===== src/rtl/slc3_pkg.sv =====
// rtl/slc3_pkg.sv - shared SLC-3 control encodings: states, opcodes, strobe indices, mux codes
package slc3_pkg;

    typedef enum logic [4:0] {
        S_HALTED,
        S_F_MAR,
        S_F_RD,
        S_F_IR,
        S_DECODE,
        S_ADD,
        S_AND,
        S_NOT,
        S_BR,
        S_BR_TK,
        S_JMP,
        S_JSR_LINK,
        S_JSR_JMP,
        S_LDR_MAR,
        S_LDR_RD,
        S_LDR_WB,
        S_STR_MAR,
        S_STR_MDR,
        S_STR_WR,
        S_PAUSE_HOLD,
        S_PAUSE_REL
    } state_t;

    localparam logic [3:0] OP_BR    = 4'b0000;
    localparam logic [3:0] OP_ADD   = 4'b0001;
    localparam logic [3:0] OP_JSR   = 4'b0100;
    localparam logic [3:0] OP_AND   = 4'b0101;
    localparam logic [3:0] OP_LDR   = 4'b0110;
    localparam logic [3:0] OP_STR   = 4'b0111;
    localparam logic [3:0] OP_NOT   = 4'b1001;
    localparam logic [3:0] OP_JMP   = 4'b1100;
    localparam logic [3:0] OP_PAUSE = 4'b1101;

    localparam int LD_MAR = 0;
    localparam int LD_MDR = 1;
    localparam int LD_IR  = 2;
    localparam int LD_BEN = 3;
    localparam int LD_CC  = 4;
    localparam int LD_REG = 5;
    localparam int LD_PC  = 6;
    localparam int LD_LED = 7;

    localparam int GATE_PC     = 0;
    localparam int GATE_MDR    = 1;
    localparam int GATE_ALU    = 2;
    localparam int GATE_MARMUX = 3;

    localparam logic [1:0] PCMUX_INC   = 2'b00;
    localparam logic [1:0] PCMUX_BUS   = 2'b01;
    localparam logic [1:0] PCMUX_ADDER = 2'b10;

    localparam logic [1:0] ADDR2_ZERO  = 2'b00;
    localparam logic [1:0] ADDR2_OFF6  = 2'b01;
    localparam logic [1:0] ADDR2_OFF9  = 2'b10;
    localparam logic [1:0] ADDR2_OFF11 = 2'b11;

    localparam logic [1:0] ALUK_ADD  = 2'b00;
    localparam logic [1:0] ALUK_AND  = 2'b01;
    localparam logic [1:0] ALUK_NOT  = 2'b10;
    localparam logic [1:0] ALUK_PASS = 2'b11;

endpackage


===== src/rtl/isdu_ctrl.sv =====
// rtl/isdu_ctrl.sv - SLC-3 instruction sequencer / decode unit (Moore control FSM)
module isdu_ctrl
    import slc3_pkg::*;
#(
    parameter int MEM_WAIT = 2
) (
    input  logic       CLK,
    input  logic       Reset,
    input  logic       Run,
    input  logic       Continue,
    input  logic [3:0] Opcode,
    input  logic       IR_5,
    input  logic       IR_11,
    input  logic       BEN,
    output logic [7:0] LD,
    output logic [3:0] GATE,
    output logic [1:0] PCMUX,
    output logic       DRMUX,
    output logic       SR1MUX,
    output logic       SR2MUX,
    output logic       ADDR1MUX,
    output logic [1:0] ADDR2MUX,
    output logic [1:0] ALUK,
    output logic       Mem_OE,
    output logic       Mem_WE
);

    localparam logic [2:0] WAIT_LAST = 3'(MEM_WAIT - 1);

    state_t     state, state_nx;
    logic [2:0] wait_cnt;
    logic       wait_done;

    assign wait_done = (wait_cnt == WAIT_LAST);

    // Counter restarts on every state change and saturates so PAUSE_HOLD sees a single first cycle.
    always_ff @(posedge CLK) begin
        if (Reset) begin
            state    <= S_HALTED;
            wait_cnt <= '0;
        end else begin
            state <= state_nx;
            if (state_nx != state)
                wait_cnt <= '0;
            else if (wait_cnt != 3'd7)
                wait_cnt <= wait_cnt + 3'd1;
        end
    end

    always_comb begin
        state_nx = state;
        LD       = '0;
        GATE     = '0;
        PCMUX    = PCMUX_INC;
        DRMUX    = 1'b0;
        SR1MUX   = 1'b0;
        SR2MUX   = 1'b0;
        ADDR1MUX = 1'b0;
        ADDR2MUX = ADDR2_ZERO;
        ALUK     = ALUK_ADD;
        Mem_OE   = 1'b0;
        Mem_WE   = 1'b0;

        case (state)
            S_HALTED: if (Run) state_nx = S_F_MAR;
            S_F_MAR: begin
                GATE[GATE_PC] = 1'b1;
                LD[LD_MAR]    = 1'b1;
                LD[LD_PC]     = 1'b1;
                state_nx      = S_F_RD;
            end
            S_F_RD: begin
                Mem_OE = 1'b1;
                if (wait_done) begin
                    LD[LD_MDR] = 1'b1;
                    state_nx   = S_F_IR;
                end
            end
            S_F_IR: begin
                GATE[GATE_MDR] = 1'b1;
                LD[LD_IR]      = 1'b1;
                state_nx       = S_DECODE;
            end
            S_DECODE: begin
                LD[LD_BEN] = 1'b1;
                case (Opcode)
                    OP_ADD:   state_nx = S_ADD;
                    OP_AND:   state_nx = S_AND;
                    OP_NOT:   state_nx = S_NOT;
                    OP_BR:    state_nx = S_BR;
                    OP_JMP:   state_nx = S_JMP;
                    OP_JSR:   state_nx = S_JSR_LINK;
                    OP_LDR:   state_nx = S_LDR_MAR;
                    OP_STR:   state_nx = S_STR_MAR;
                    OP_PAUSE: state_nx = S_PAUSE_HOLD;
                    default:  state_nx = S_F_MAR;
                endcase
            end
            S_ADD, S_AND, S_NOT: begin
                GATE[GATE_ALU] = 1'b1;
                LD[LD_REG]     = 1'b1;
                LD[LD_CC]      = 1'b1;
                SR1MUX         = 1'b1;
                SR2MUX         = (state != S_NOT) ? IR_5 : 1'b0;
                ALUK           = (state == S_ADD) ? ALUK_ADD :
                                 (state == S_AND) ? ALUK_AND : ALUK_NOT;
                state_nx       = S_F_MAR;
            end
            S_BR: state_nx = BEN ? S_BR_TK : S_F_MAR;
            S_BR_TK: begin
                ADDR2MUX  = ADDR2_OFF9;
                PCMUX     = PCMUX_ADDER;
                LD[LD_PC] = 1'b1;
                state_nx  = S_F_MAR;
            end
            S_JMP: begin
                SR1MUX    = 1'b1;
                ADDR1MUX  = 1'b1;
                PCMUX     = PCMUX_ADDER;
                LD[LD_PC] = 1'b1;
                state_nx  = S_F_MAR;
            end
            S_JSR_LINK: begin
                GATE[GATE_PC] = 1'b1;
                DRMUX         = 1'b1;
                LD[LD_REG]    = 1'b1;
                state_nx      = S_JSR_JMP;
            end
            S_JSR_JMP: begin
                PCMUX     = PCMUX_ADDER;
                LD[LD_PC] = 1'b1;
                if (IR_11) begin
                    ADDR2MUX = ADDR2_OFF11;
                end else begin
                    ADDR1MUX = 1'b1;
                    SR1MUX   = 1'b1;
                end
                state_nx = S_F_MAR;
            end
            S_LDR_MAR, S_STR_MAR: begin
                SR1MUX            = 1'b1;
                ADDR1MUX          = 1'b1;
                ADDR2MUX          = ADDR2_OFF6;
                GATE[GATE_MARMUX] = 1'b1;
                LD[LD_MAR]        = 1'b1;
                state_nx          = (state == S_LDR_MAR) ? S_LDR_RD : S_STR_MDR;
            end
            S_LDR_RD: begin
                Mem_OE = 1'b1;
                if (wait_done) begin
                    LD[LD_MDR] = 1'b1;
                    state_nx   = S_LDR_WB;
                end
            end
            S_LDR_WB: begin
                GATE[GATE_MDR] = 1'b1;
                LD[LD_REG]     = 1'b1;
                LD[LD_CC]      = 1'b1;
                state_nx       = S_F_MAR;
            end
            S_STR_MDR: begin
                ALUK           = ALUK_PASS;
                GATE[GATE_ALU] = 1'b1;
                LD[LD_MDR]     = 1'b1;
                state_nx       = S_STR_WR;
            end
            S_STR_WR: begin
                Mem_WE = 1'b1;
                if (wait_done) state_nx = S_F_MAR;
            end
            S_PAUSE_HOLD: begin
                LD[LD_LED] = (wait_cnt == 3'd0);
                if (Continue) state_nx = S_PAUSE_REL;
            end
            S_PAUSE_REL: if (!Continue) state_nx = S_F_MAR;
            default: state_nx = S_HALTED;
        endcase
    end

endmodule

===== config.mk =====
export PLATFORM = sky130hd
export DESIGN_NAME = isdu_ctrl
export DESIGN_NICKNAME = d
export VERILOG_FILES = /design/src/rtl/slc3_pkg.sv /design/src/rtl/isdu_ctrl.sv
export SDC_FILE = /design/constraint.sdc
export NUM_CORES = 1
export LEC_CHECK = 0
export ABC_AREA = 1
export CAP_MARGIN = 20
export CORE_MARGIN = 2
export CORE_UTILIZATION = 49
export DETAILED_ROUTE_END_ITERATION = 7
export PLACE_DENSITY_LB_ADDON = 0.25
export RECOVER_POWER = 50
export SYNTH_ARGS = -nofsm -noshare
export SYNTH_HDL_FRONTEND = slang
export SYNTH_SLANG_ARGS = --single-unit

===== constraint.sdc =====
create_clock -name CLK -period 2.35 [get_ports CLK]
set_input_delay 0.3525 -clock CLK [delete_from_list [all_inputs] [get_ports CLK]]
set_output_delay 0.3525 -clock CLK [all_outputs]
set_load 0.02 [all_outputs]

# Word level (Yosys, flattened, before mapping)
# Memory sizes are Yosys's and may differ from the RTL's.
# Index checks and enable logic that the tools add are counted.
# totals
regBits	8
mem_bits_ro	80
in_bits	11
output_inout_bits	24
memories	1
# mem_list
memory	depth	word_bits	read_ports	rd_ports_with_merged_regs	wr	line	rtl
(no name shown)	16	5	1	0	0	isdu_ctrl.sv:86	case (Opcode)
# classes
n_addsub	1
n_eq_ne	24
mux	36
n_reduce_logical	17
# ops
op	n
case mux 5 bit (14 select lines)	1
== test 5 x 4 -> 1 bit, second input constant	8
two-way mux 5 bit	7
== test 5 bit, second input constant	5
== test 5 x 3 -> 1 bit, second input constant	4
two-way mux 1 bit	18
OR reduction 3 bit	4
OR reduction 4 bit	3
== test 5 x 2 -> 1 bit, second input constant	2
OR reduction 2 bit	5
two-way mux 2 bit	4
OR reduction 7 bit	1
case mux 1 bit (2 select lines)	3
case mux 2 bit (3 select lines)	1
OR reduction 6 bit	1
== test 5 x 1 -> 1 bit, second input constant	1
logical NOT 5 bit	1
inequality test 5 x 3 -> 1 bit, second input constant	1
inequality test 5 bit	1
OR reduction 5 bit	1
two-way mux 4 bit	1
case mux 2 bit (2 select lines)	1
adder 3 x 1 -> 3 bit, second input constant	1
== test 3 x 1 -> 1 bit, second input constant	1
2 further kinds	2

# Logic depth before layout (Yosys ltp)
# logic_depth
depth_word	5
depth_mapped	15
mapped_depth_nobuf	14

# Least setup slack after synthesis
# No wires, ideal clock.
# synth_timing
path_type	reg2out
from	reg state[2]
to	out LD[1]
t_arrival_ns	1.385
required_ns	1.997
setup_slack_ns	0.612
path_stages_with_launch	7
n_path_buf	1
cell_sequence	dfxtp_1 > buf_4 > nor2_4 > nand2_1 > nor2_1 > nor2_1 > o21ai_0
# synth_via
elab_chain_cells	3
# synth_lines
item	line	rtl
from (decl)	isdu_ctrl.sv:30	state_t state, state_nx;
from (signal assigned)	isdu_ctrl.sv:42	state <= state_nx;
== test 5 x 4 -> 1 bit / == test 5 x 2 -> 1 bit (equally long branches)	isdu_ctrl.sv:64	case (state)
OR reduction 2 bit (no source line)	n/a	
case mux 1 bit (2 select lines) (*)	isdu_ctrl.sv:64	
to (decl)	isdu_ctrl.sv:15	output logic [7:0] LD,
# Every way passes the cells marked *; elsewhere a longest branch is shown, timed or not.

# Final worst setup path
# layout_timing
from	reg state[3]
to	out ALUK[0]
# layout_via
elab_chain_cells	4
# layout_lines
item	line	rtl
== test 5 x 3 -> 1 bit	isdu_ctrl.sv:64, isdu_ctrl.sv:106	
two-way mux 2 bit	isdu_ctrl.sv:106	(state == S_AND) ? ALUK_AND : ALUK_NOT;
two-way mux 2 bit	isdu_ctrl.sv:105	ALUK = (state == S_ADD) ? ALUK_ADD :
case mux 2 bit (2 select lines) (*)	isdu_ctrl.sv:64	
to (decl)	isdu_ctrl.sv:23	output logic [1:0] ALUK,
# Marks and branches as above.

==> flow_metrics.env <==
export IMPL_hold_end="wait_cnt[2]$_SDFFE_PP0P_"
export IMPL_hold_violations=0
export IMPL_htree_levels=1
export IMPL_grt_util_overall_pct=25.3
export IMPL_synth_edf_count=0
export IMPL_timing_max_cap_violations=0
export IMPL_synth_warnings=0
export IMPL_clock_sinks=8
export IMPL_synth_cell_types=23
export IMPL_hp_class="flip-flop to flip-flop"
export IMPL_top_layer_used="met4"
export IMPL_first_global_vias=1205
export IMPL_met2RoutedLength_um=1420
export IMPL_fin_area_um2=1460
export IMPL_holdCritStartpoint="wait_cnt[2]$_SDFFE_PP0P_"
export IMPL_route_layer_met1_wl_um=1310
export IMPL_utilization_pct=72.7
export IMPL_rows=16
export IMPL_postRouteWirelength_um=3010
export IMPL_ant_nets=0
export IMPL_dp_cells=256
export IMPL_syn_area_per_cell_um2=5.37
export IMPL_detailroute_via_count=1348
export IMPL_most_used_dff_post_synth="sky130_fd_sc_hd__dfxtp_1"
export IMPL_critical_path_arrival_ps=1890
export IMPL_fillers=190
export IMPL_worstSkewPairLatency_ps=250
export IMPL_yosysSeqAreaShare_pct=15.1
export IMPL_whs_path_depth=4
export IMPL_critPathCaptureType="primary output"
export IMPL_floorplan_die_width_um=50.6
export IMPL_ys_top_cells_by_area="sky130_fd_sc_hd__nand2_1, sky130_fd_sc_hd__dfxtp_1, sky130_fd_sc_hd__nor2_1, sky130_fd_sc_hd__nand3_1, sky130_fd_sc_hd__inv_1"
export IMPL_finalPower_mw=0.486
export IMPL_timing_setup_critical_path_class="flip-flop to primary output"
export IMPL_cts_buffers=3
export IMPL_power_leakage_nw=0.845
export IMPL_path_max_fanout=7
export IMPL_cp_slowest_cell="sky130_fd_sc_hd__clkdlybuf4s50_1"
export IMPL_synth_area_leader_cell="sky130_fd_sc_hd__nand2_1"
export IMPL_worst_clock_skew_ps=11.7
export IMPL_synth_area_um2=1060
export IMPL_antenna_cells_inserted=0
export IMPL_avgViaCountPerCell=5.16
export IMPL_r2r_cells=11
export IMPL_count_of_endpoints_failing_setup_in_the_final_report=0
export IMPL_area_delta_synth_final_pct=36.8
export IMPL_drt_initial_drc_count=48
export IMPL_power_per_unit_of_standard_cell_area_nw_per_um2=334
export IMPL_rsz_0062_raised_after_global_routing="no"
export IMPL_antenna_found_initial=0
export IMPL_netlist_instances=198
export IMPL_die_y_um=50.6
export IMPL_routabilityCongestion=0.934
export IMPL_r2r_slack_ps=560
export IMPL_synth_commonest_cells="sky130_fd_sc_hd__nand2_1, sky130_fd_sc_hd__nor2_1, sky130_fd_sc_hd__inv_1"
export IMPL_cp_start_kind="flip-flop"
export IMPL_cts_hold_buffers_added=0
export IMPL_placed_cell_area_um2=1420
export IMPL_totalNegativeSetupSlack_ps=0
export IMPL_cts_reportedPaths_clkPinSlew_ps=60
export IMPL_synth_net_count=217
export IMPL_run_status="finished, final reports clean"
export IMPL_wl_met3_um=192
export IMPL_die_area_um2=2560
export IMPL_start_util_pct=53.1
export IMPL_rr_startpoint="state[4]$_SDFF_PP0_"
export IMPL_post_dr_wirelength_cell_um=11.5
export IMPL_crit_buf_inv=2
export IMPL_cpPeakStageDelay_ps=630
export IMPL_worst_ir_drop_vdd_mv=0.385
export IMPL_synthArstFlopShare_pct=0
export IMPL_placement_io_buffers=33
export IMPL_maxClockFrequency_mhz=445
export IMPL_final_cells=261
export IMPL_dp_worst_setup_slack_ps=130
export IMPL_fin_crit_sh_pct=95.6
export IMPL_drc=0
export IMPL_detailed_placement_wirelength_estimate_um=2460
export IMPL_synth_most_common_cell="sky130_fd_sc_hd__nand2_1"
export IMPL_timing_critical_path_cells="nor2_4, buf_4, nand3_1, o21ai_0, clkdlybuf4s50_1"
export IMPL_ctsRootBufferMaster="sky130_fd_sc_hd__clkbuf_4"
export IMPL_detailedRoute_firstPassIterationCount=5
export IMPL_yosys_area_top_type_share_pct=20.1
export IMPL_worst_r2r_endpoint="wait_cnt[0]$_SDFFE_PP0P_"
export IMPL_finalHoldWorstSlack_ps=589
export IMPL_ys_seq_elements=8
export IMPL_cts_tree="built"
export IMPL_drive_above_1_share_pct=12.0
export IMPL_max_slew_violation_total_from_the_final_report=0
export IMPL_floorplan_io_pins=35
export IMPL_worst_endpoint_required_ps=2000
export IMPL_grt_first_pass_wirelength_um=5090
export IMPL_nets=255
export IMPL_grt_ovfl_total=0
export IMPL_path_delay_family="buffers and inverters"
export IMPL_grt_start_max_net_pins=13
export IMPL_setup_ws_ps=104
export IMPL_ctsLongestPathBuffers=2
export IMPL_finalWorstPathRequiredPeriod_ps=2250
export IMPL_core_um2=2000
-- cell type report --
class	instances	area (um2)	share of cell area [%]
tap	27	33.8	2.32
multi-input combinational	152	754	51.8
clock buffer	3	22.5	1.55
sequential	8	165	11.3
inverter	34	128	8.77
timing repair buffer	37	352	24.2
-- layout by cell type, fill, tap and decap left out, drive strengths merged, types with 7 or more instances in the layout --
cell type and count:
ha 8, inv 34, o21ai 9, nor2 35
nand2 60, dfxtp 8, dlygate4sd3 7, nand3 21
clkdlybuf4s50 23
-- worst reg2reg max path, cell delays in order (launching register included) --
cell                      delay, ps
sky130_fd_sc_hd__dfxtp_1        390
sky130_fd_sc_hd__inv_1          140
sky130_fd_sc_hd__nand2_1        130
sky130_fd_sc_hd__nor2_1          70
sky130_fd_sc_hd__nor2_1         220
sky130_fd_sc_hd__nand2_1         80
sky130_fd_sc_hd__nor2_1         170
sky130_fd_sc_hd__o21a_1         190
sky130_fd_sc_hd__nor2_1          50
sky130_fd_sc_hd__nor2_1         100
sky130_fd_sc_hd__nand2_1         90
sky130_fd_sc_hd__nor2_1          90
-- power breakdown --
group          internal, mW  total, mW  switching (mW)
logic                0.0874      0.219           0.131
clock network        0.0583      0.102          0.0442
registers             0.148      0.165          0.0169
-- timing repair --
| item | in CTS | in global routing |
|---|---|---|
| endpoints found under the setup margin | 9 | 8 |
| gates resized for setup | 4 | 4 |
| cloned | 0 | 0 |
| buffers inserted | 0 | 2 |
| pin swaps | 0 | 1 |
-- flip-flops by register name (all words and copies together) (netlist names) --
register and count:
state 5, wait_cnt 3
-- routing by layer --
metal | track usage, % | up-vias
met3 | 3.57 | 8
li1 | - | 695
met2 | 43.9 | 58
met1 | 30.9 | 587
met5 | 0 | -
met4 | 11.3 | 0
-- logic make-up after synthesis --
| logic type | count (synthesis) | share of synthesized area [%] |
|---|---|---|
| AOI/OAI and AO/OA | 19 | 9.88 |
| other | 1 | 0.353 |
| buffers and inverters | 38 | 14.2 |
| adders and majority gates | 8 | 9.41 |
| and+or+nand+nor | 123 | 50.2 |
| DFF | 8 | 15.1 |
| xor gates and xnor gates | 1 | 0.824 |
-- worst max-delay path by stage --
| stage | to | startpoint | cells after the start | slack [ps] |
|---|---|---|---|---|
| final | ALUK[0] | state[3]$_SDFF_PP0_ | 5 | 100 |
| after global routing | LD[6] | state[1]$_SDFF_PP0_ | 7 | 6 |
| after CTS | LD[6] | state[1]$_SDFF_PP0_ | 7 | 40 |
| after detailed placement | wait_cnt[1]$_SDFFE_PP0P_ | Opcode[1] | 15 | 130 |
| after global placement | LD[1] | state[2]$_SDFF_PP0_ | 6 | 120 |
| after floorplan | LD[1] | state[2]$_SDFF_PP0_ | 6 | 610 |
Note: power is estimated with default switching activity, not from simulation.
==> variant 1, RTL diff (config.mk and constraints unchanged) <==
Reset style: asynchronous (`Reset`), changed in one clocked block.
--- a/src/rtl/isdu_ctrl.sv
+++ b/src/rtl/isdu_ctrl.sv
@@ -34,7 +34,7 @@
     assign wait_done = (wait_cnt == WAIT_LAST);
 
     // Counter restarts on every state change and saturates so PAUSE_HOLD sees a single first cycle.
-    always_ff @(posedge CLK) begin
+    always_ff @(posedge CLK or posedge Reset) begin
         if (Reset) begin
             state    <= S_HALTED;
             wait_cnt <= '0;
Check against the original RTL: differs if Reset is asserted again (counterexample within 4 cycles, from zero or initial values and one cycle with Reset high); with Reset held inactive, the same outputs for 10 cycles.
==> variant 1 against the unedited design <==
Global-route usage shrank 0.80 points. Worst hold slack lost 0.091 ns. Cell area grew 0.34%. Maximum frequency shrank 0.49%. Routed wire length shrank 2.1%. Sequential cell count is the same. Area after synthesis grew 0.47%. Synthesized cell count shrank 5.6%. Worst setup slack lost 0.011 ns. Die area grew 0.42%. Utilization grew 0.25 points.
Power is left out: it rests on default switching activity, and per cell area and clock period it moved more than threefold.
==> variant 1: results (changes against the unedited design) <==
Global routing:
- The number of global-route vias before repair came to 1157 (-4.0%).
- The maximum number of pins on one net before global-route repair is 11 (-2).
- The global-route wire length before repair is 4840 µm (-4.8%).
- The overflow left after global routing is 0 (unchanged).
- The global-route usage over all layers is 24.5% (-0.80 points).

Clock network:
- The clock insertion delay at the later pin of the skew report is 0.25 ns (about the same).
- The clock edge transition at the registers on the reported setup and hold paths is 0.06 ns (about the same).
- The number of buffers inserted during clock tree synthesis is 3 (unchanged).
- The root buffer cell is clkbuf_4.

Routing:
- The count of routing violations after the opening detailed-route iteration came to 40 (-17%).
- The first-pass iteration count of the detailed router came to 4 (-1).
- The routed via count was 1299 (-3.6%).
- The detail-routed net length per standard cell came to 11.8 µm (+2.2%).

Logic synthesis:
- The count of distinct cell types in the synthesized netlist is 22 (-4.3%).
- The number of warnings reported in the yosys synthesis log was 0 (unchanged).
- The share of synthesized flip-flops with an asynchronous set or reset is 100% (+100 points).
- Among all flip-flop cells after synthesis, the most frequent one is dfrtp_1.
- Ranked by total cell area, the synthesized netlist is headed by nand2_1 (22%), dfrtp_1 (19%), nand3_1 (9.8%), ha_1 (9.4%), inv_1 (9.1%).
- Counting instances in the post-synthesis netlist gives the leading cell types as nand2_1 (62), inv_1 (26), nor2_1 (23), nand3_1 (21).
- The portion of the post-synthesis area used by sequential elements is 18.7% (+3.7 points).
- The total nets after synthesis came to 206 (-5.1%).

Setup path:
- The beginning of the critical path is state[2].
- In this design, the largest share of critical-path delay is due to buffers and inverters.
- The worst register-to-register path ends at wait_cnt[2].
- The worst reg2reg path depth is 13 (+2).
- The startpoint of the lowest-slack register-to-register path is state[1].
- Data on the critical path arrives at its endpoint at 1.90 ns.
- The setup slack on the worst flop-to-flop path is 0.55 ns.
- The largest driver fanout on the critical path is 7 (unchanged).
- The critical path ends at GATE[0].
- The delay contributed by the slowest stage of the critical path is 0.59 ns (-0.04 ns).

Place:
- The post-detailed-placement half-perimeter wirelength is 2390 µm (-2.9%).
- The last weighted congestion value of the routability-driven placer is 0.932 (-0.19%).
- The pre-CTS setup slack is 0.0970 ns (-0.0333 ns).
- The number of port buffers came to 33 (unchanged).

Status:
- The run finished with clean final reports.

Flow run:
- The count of maximum capacitance violations is 0 (unchanged).

Finish:
- The final-stage net count is 244 (-4.3%).
- The layout cell share with drive strength beyond 1 is 11.2% (-0.76 points).

Timing:
- The post-route minimum period was 2.26 ns (+0.0110 ns).
- The worst clock skew on the final layout is 0.00565 ns (-0.00605 ns).

Worst hold path:
- The classification of the worst-slack hold path is in2async.
==> variant 1: cell count changes after synthesis, moves of 2 or more <==
| cell | before | now |
|---|---|---|
| nor2_2 | 3 | 5 |
| dfrtp_1 | 0 | 8 |
| dfxtp_1 | 8 | 0 |
| nand3_2 | 0 | 3 |
| o21ai_0 | 8 | 6 |
| a31oi_1 | 2 | 0 |
| nor2_1 | 30 | 23 |
| inv_2 | 7 | 3 |
| nand2_1 | 57 | 62 |
==> variant 1: cell families after synthesis <==
logic type	synth area share [%]
flip-flops	18.7
adder cells (fa/ha/maj)	9.37
buffers and inverters	11.9
other	0.351
AO/OA/AOI/OAI	6.67
XOR/XNOR	0.820
AND/OR/NAND/NOR	52.1
==> variant 1: stage by stage <==
stage	std cells	utilization, %	setup TNS [ns]	instance area (µm²)	hold WS [ns]
after floorplan	187	-	0	1070	0.168
after CTS	250	72.8	0	1460	0.354
final	250	72.9	0	1460	0.498
after detailed placement	247	71.4	0	1430	0.607
after global placement	247	71.4	0	1430	0.596
after global routing	250	72.9	-0.000308	1460	0.528
==> variant 1: layout make-up <==
| class | instances | area [µm²] |
|---|---|---|
| tap | 27 | 33.8 |
| fill | 183 | 542 |
| multi-input combinational | 148 | 748 |
| sequential | 8 | 204 |
| inverter | 29 | 111 |
| clock buffer | 3 | 22.5 |
| timing repair buffer | 35 | 340 |
==> variant 1: worst min-delay path by stage <==
| stage | endpoint | startpoint | slack, ns |
|---|---|---|---|
| global placement | wait_cnt[0] | wait_cnt[0] | 0.60 |
| global route | state[1] | Reset | 0.53 |
| floorplan | state[0] | Reset | 0.17 |
| detailed placement | wait_cnt[0] | wait_cnt[0] | 0.61 |
| CTS | state[0] | Reset | 0.35 |
| finish | state[0] | Reset | 0.50 |
==> variant 1: repair_timing <==
item	in CTS	in global routing
pin swaps	0	0
buffers inserted	0	0
hold buffers	0	0
gates resized for setup	6	17
endpoints found under the setup margin	10	16
==> variant 1: metal layers <==
metal	vias up	track usage, %	wire [µm]
li1	663	-	-
met1	578	31.8	1290
met2	54	42.8	1420
met3	4	3.87	212
met4	0	5.41	25
met5	-	0	0
==> variant 2, RTL diff (same settings) <==
Without the edit above. Put a register stage on the output `DRMUX`. The value now appears one clock later. The other outputs are not delayed to match.
--- a/src/rtl/isdu_ctrl.sv
+++ b/src/rtl/isdu_ctrl.sv
@@ -27,6 +27,8 @@
 
     localparam logic [2:0] WAIT_LAST = 3'(MEM_WAIT - 1);
 
+    logic DRMUX_d;
+
     state_t     state, state_nx;
     logic [2:0] wait_cnt;
     logic       wait_done;
@@ -52,7 +54,7 @@
         LD       = '0;
         GATE     = '0;
         PCMUX    = PCMUX_INC;
-        DRMUX    = 1'b0;
+        DRMUX_d  = 1'b0;
         SR1MUX   = 1'b0;
         SR2MUX   = 1'b0;
         ADDR1MUX = 1'b0;
@@ -122,7 +124,7 @@
             end
             S_JSR_LINK: begin
                 GATE[GATE_PC] = 1'b1;
-                DRMUX         = 1'b1;
+                DRMUX_d       = 1'b1;
                 LD[LD_REG]    = 1'b1;
                 state_nx      = S_JSR_JMP;
             end
@@ -177,4 +179,8 @@
         endcase
     end
 
+    always_ff @(posedge CLK) begin
+        DRMUX <= DRMUX_d;
+    end
+
 endmodule
Behaviour: not the same (a bounded check fails within 10 cycles, from zero or initial values and one cycle with Reset high).
==> variant 2 against the unedited design <==
Cell area decreased by 0.26%. Highest routed layer unchanged. Worst setup slack better by 0.020 ns. Sequential share of layout area up 1.5 points. Via count decreased by 0.52%. Area after synthesis grew 1.9%. Power increased by 8.9%. Sequential cell count grew 1. Largest power group unchanged. Maximum frequency increased by 0.90%. Synthesized cell count rose by 0.51%. Routed wire length increased by 0.33%.
==> variant 2: results (changes against the unedited design) <==
Status:
- The run finished with clean final reports.

Logic synthesis:
- Counting instances in the post-synthesis netlist gives the leading cell types as nand2_1 (57), nor2_1 (30), inv_1 (27), nand3_1 (21), dfxtp_1 (9).
- The portion of the post-synthesis area used by sequential elements is 16.6% (+1.6 points).
- The total nets after synthesis was 218 (+0.46%).
- Ranked by total cell area, the synthesized netlist is headed by nand2_1 (20%), dfxtp_1 (17%), nor2_1 (10%), nand3_1 (9.7%), inv_1 (9.4%).
- The per-instance average area after synthesis is 5.44 µm² (+1.4%).

Global routing:
- The maximum number of pins on one net before global-route repair is 10 (-3).
- The global-route usage over all layers is 25.3% (about the same).
- The global-route wire length before repair is 5090 µm (+0.14%).

Clock network:
- The maximum clock path buffer count came to 2 (unchanged).
- The clock insertion delay at the later pin of the skew report was 0.28 ns (+0.03 ns).

Finish:
- The layout cell share with drive strength beyond 1 came to 12.8% (+0.85 points).
- The largest registers in the layout are state x5, wait_cnt x3, DRMUX x1.
- The count of filler cells inserted in the layout came to 207 (+8.9%).
- The final-stage net count came to 254 (-0.39%).

Worst hold path:
- The cell depth of the worst hold path is 2 (-2).
- The start point of the worst min-delay path is wait_cnt[0].
- The worst hold path terminates at wait_cnt[0].
- In this run the worst hold path is classified as reg2reg.

Routing:
- The detailed-route vias per instance is 5.12 (-0.90%).
- The routed via count was 1341 (-0.52%).
- The count of routing violations after the opening detailed-route iteration is 45 (-6.3%).

Pwr:
- The internal power came to 0.310 mW (+5.3%).
- The worst vdd rail ir drop came to 0.404 mV (+5.0%).

Setup path:
- The delay contributed by the slowest stage of the critical path is 0.59 ns (-0.04 ns).
- On the critical path, the stage with the largest delay is an instance of clkdlybuf4s50_1.
- The worst endpoint data arrival time is 1.87 ns (-0.02 ns).
- The largest driver fanout on the critical path is 8 (+1).
- The setup slack on the worst flop-to-flop path was 0.62 ns (+0.06 ns).

Place:
- The cell count after placement is 258 (+0.78%).
- The pre-CTS setup slack was 0.143 ns (+0.0122 ns).
- The last weighted congestion value of the routability-driven placer is 0.908 (-2.7%).

Timing:
- The worst clock skew on the final layout is 0.000807 ns (-0.0109 ns).
variant 2: layout make-up:
type                       instances  area (µm²)  area share [%]
multi-input combinational        152         762            52.5
clock buffer                       3        22.5            1.55
timing repair buffer              35         313            21.6
clock inverter                     1        5.00           0.345
sequential                         9         186            12.8
tap                               28        35.0            2.41
inverter                          34         128            8.79
variant 2: metal layers:
metal | wire (µm) | global-route usage (%) | vias to the layer above
met5 | 0 | 0 | -
li1 | - | - | 690
met1 | 1220 | 26.8 | 585
met3 | 229 | 6.73 | 13
met4 | 72 | 6.76 | 0
met2 | 1500 | 48.5 | 53
variant 2: worst max-delay path by stage:
stage          startpoint           to  slack (ns)  depth (start not counted)
4_1_cts          state[2]  ADDR2MUX[0]       0.007                          7
5_1_grt          state[1]        LD[6]      -0.006                          7
3_3_place_gp    Opcode[0]  wait_cnt[1]        0.16                         12
2_1_floorplan    state[2]        LD[1]        0.61                          6
6_report         state[4]        LD[6]        0.12                          7
3_5_place_dp    Opcode[1]  wait_cnt[0]        0.14                         15
variant 2: critical path: cells and delay by family, from the launching register on:
family,cells,cell delay (ns)
flops,1,0.38
buf+inv,2,0.77
simple gates,5,0.43
variant 2: logic make-up (layout without fill, tap and decap cells):
group	Yosys count	in the layout	synth area share, %
buf+inv	38	73	14.0
simple gates	123	123	49.3
flops	9	9	16.6
compound gates	19	19	9.70
other cells	1	1	0.346
xor+xnor	1	1	0.808
fa+ha+maj	8	8	9.24
variant 2: power by group through the flow:
| stage | clock (mW) | sequential, mW | combinational, mW |
|---|---|---|---|
| 6_report | 0.132 | 0.183 | 0.214 |
| 5_1_grt | 0.137 | 0.185 | 0.243 |
| 4_1_cts | 0.131 | 0.181 | 0.214 |
| 3_5_place_dp | 0 | 0.183 | 0.213 |
| 3_3_place_gp | 0 | 0.182 | 0.207 |
| 2_1_floorplan | 0 | 0.179 | 0.140 |
variant 2: through the flow:
step                      utilization [%]  instance area (µm²)  hold slack (ns)
after floorplan                         -                 1080            0.422
after global placement               67.0                 1440            0.567
after detailed placement             67.0                 1440            0.564
after CTS                            68.7                 1480            0.581
after global routing                 67.6                 1450            0.640
final                                67.6                 1450            0.578
variant 2: timing repair:
| item | in CTS | in global routing |
|---|---|---|
| pin swaps | 0 | 0 |
| gates resized for setup | 5 | 10 |
| setup endpoints to repair | 7 | 13 |
| cloned | 0 | 0 |
| hold endpoints to repair | 0 | 0 |
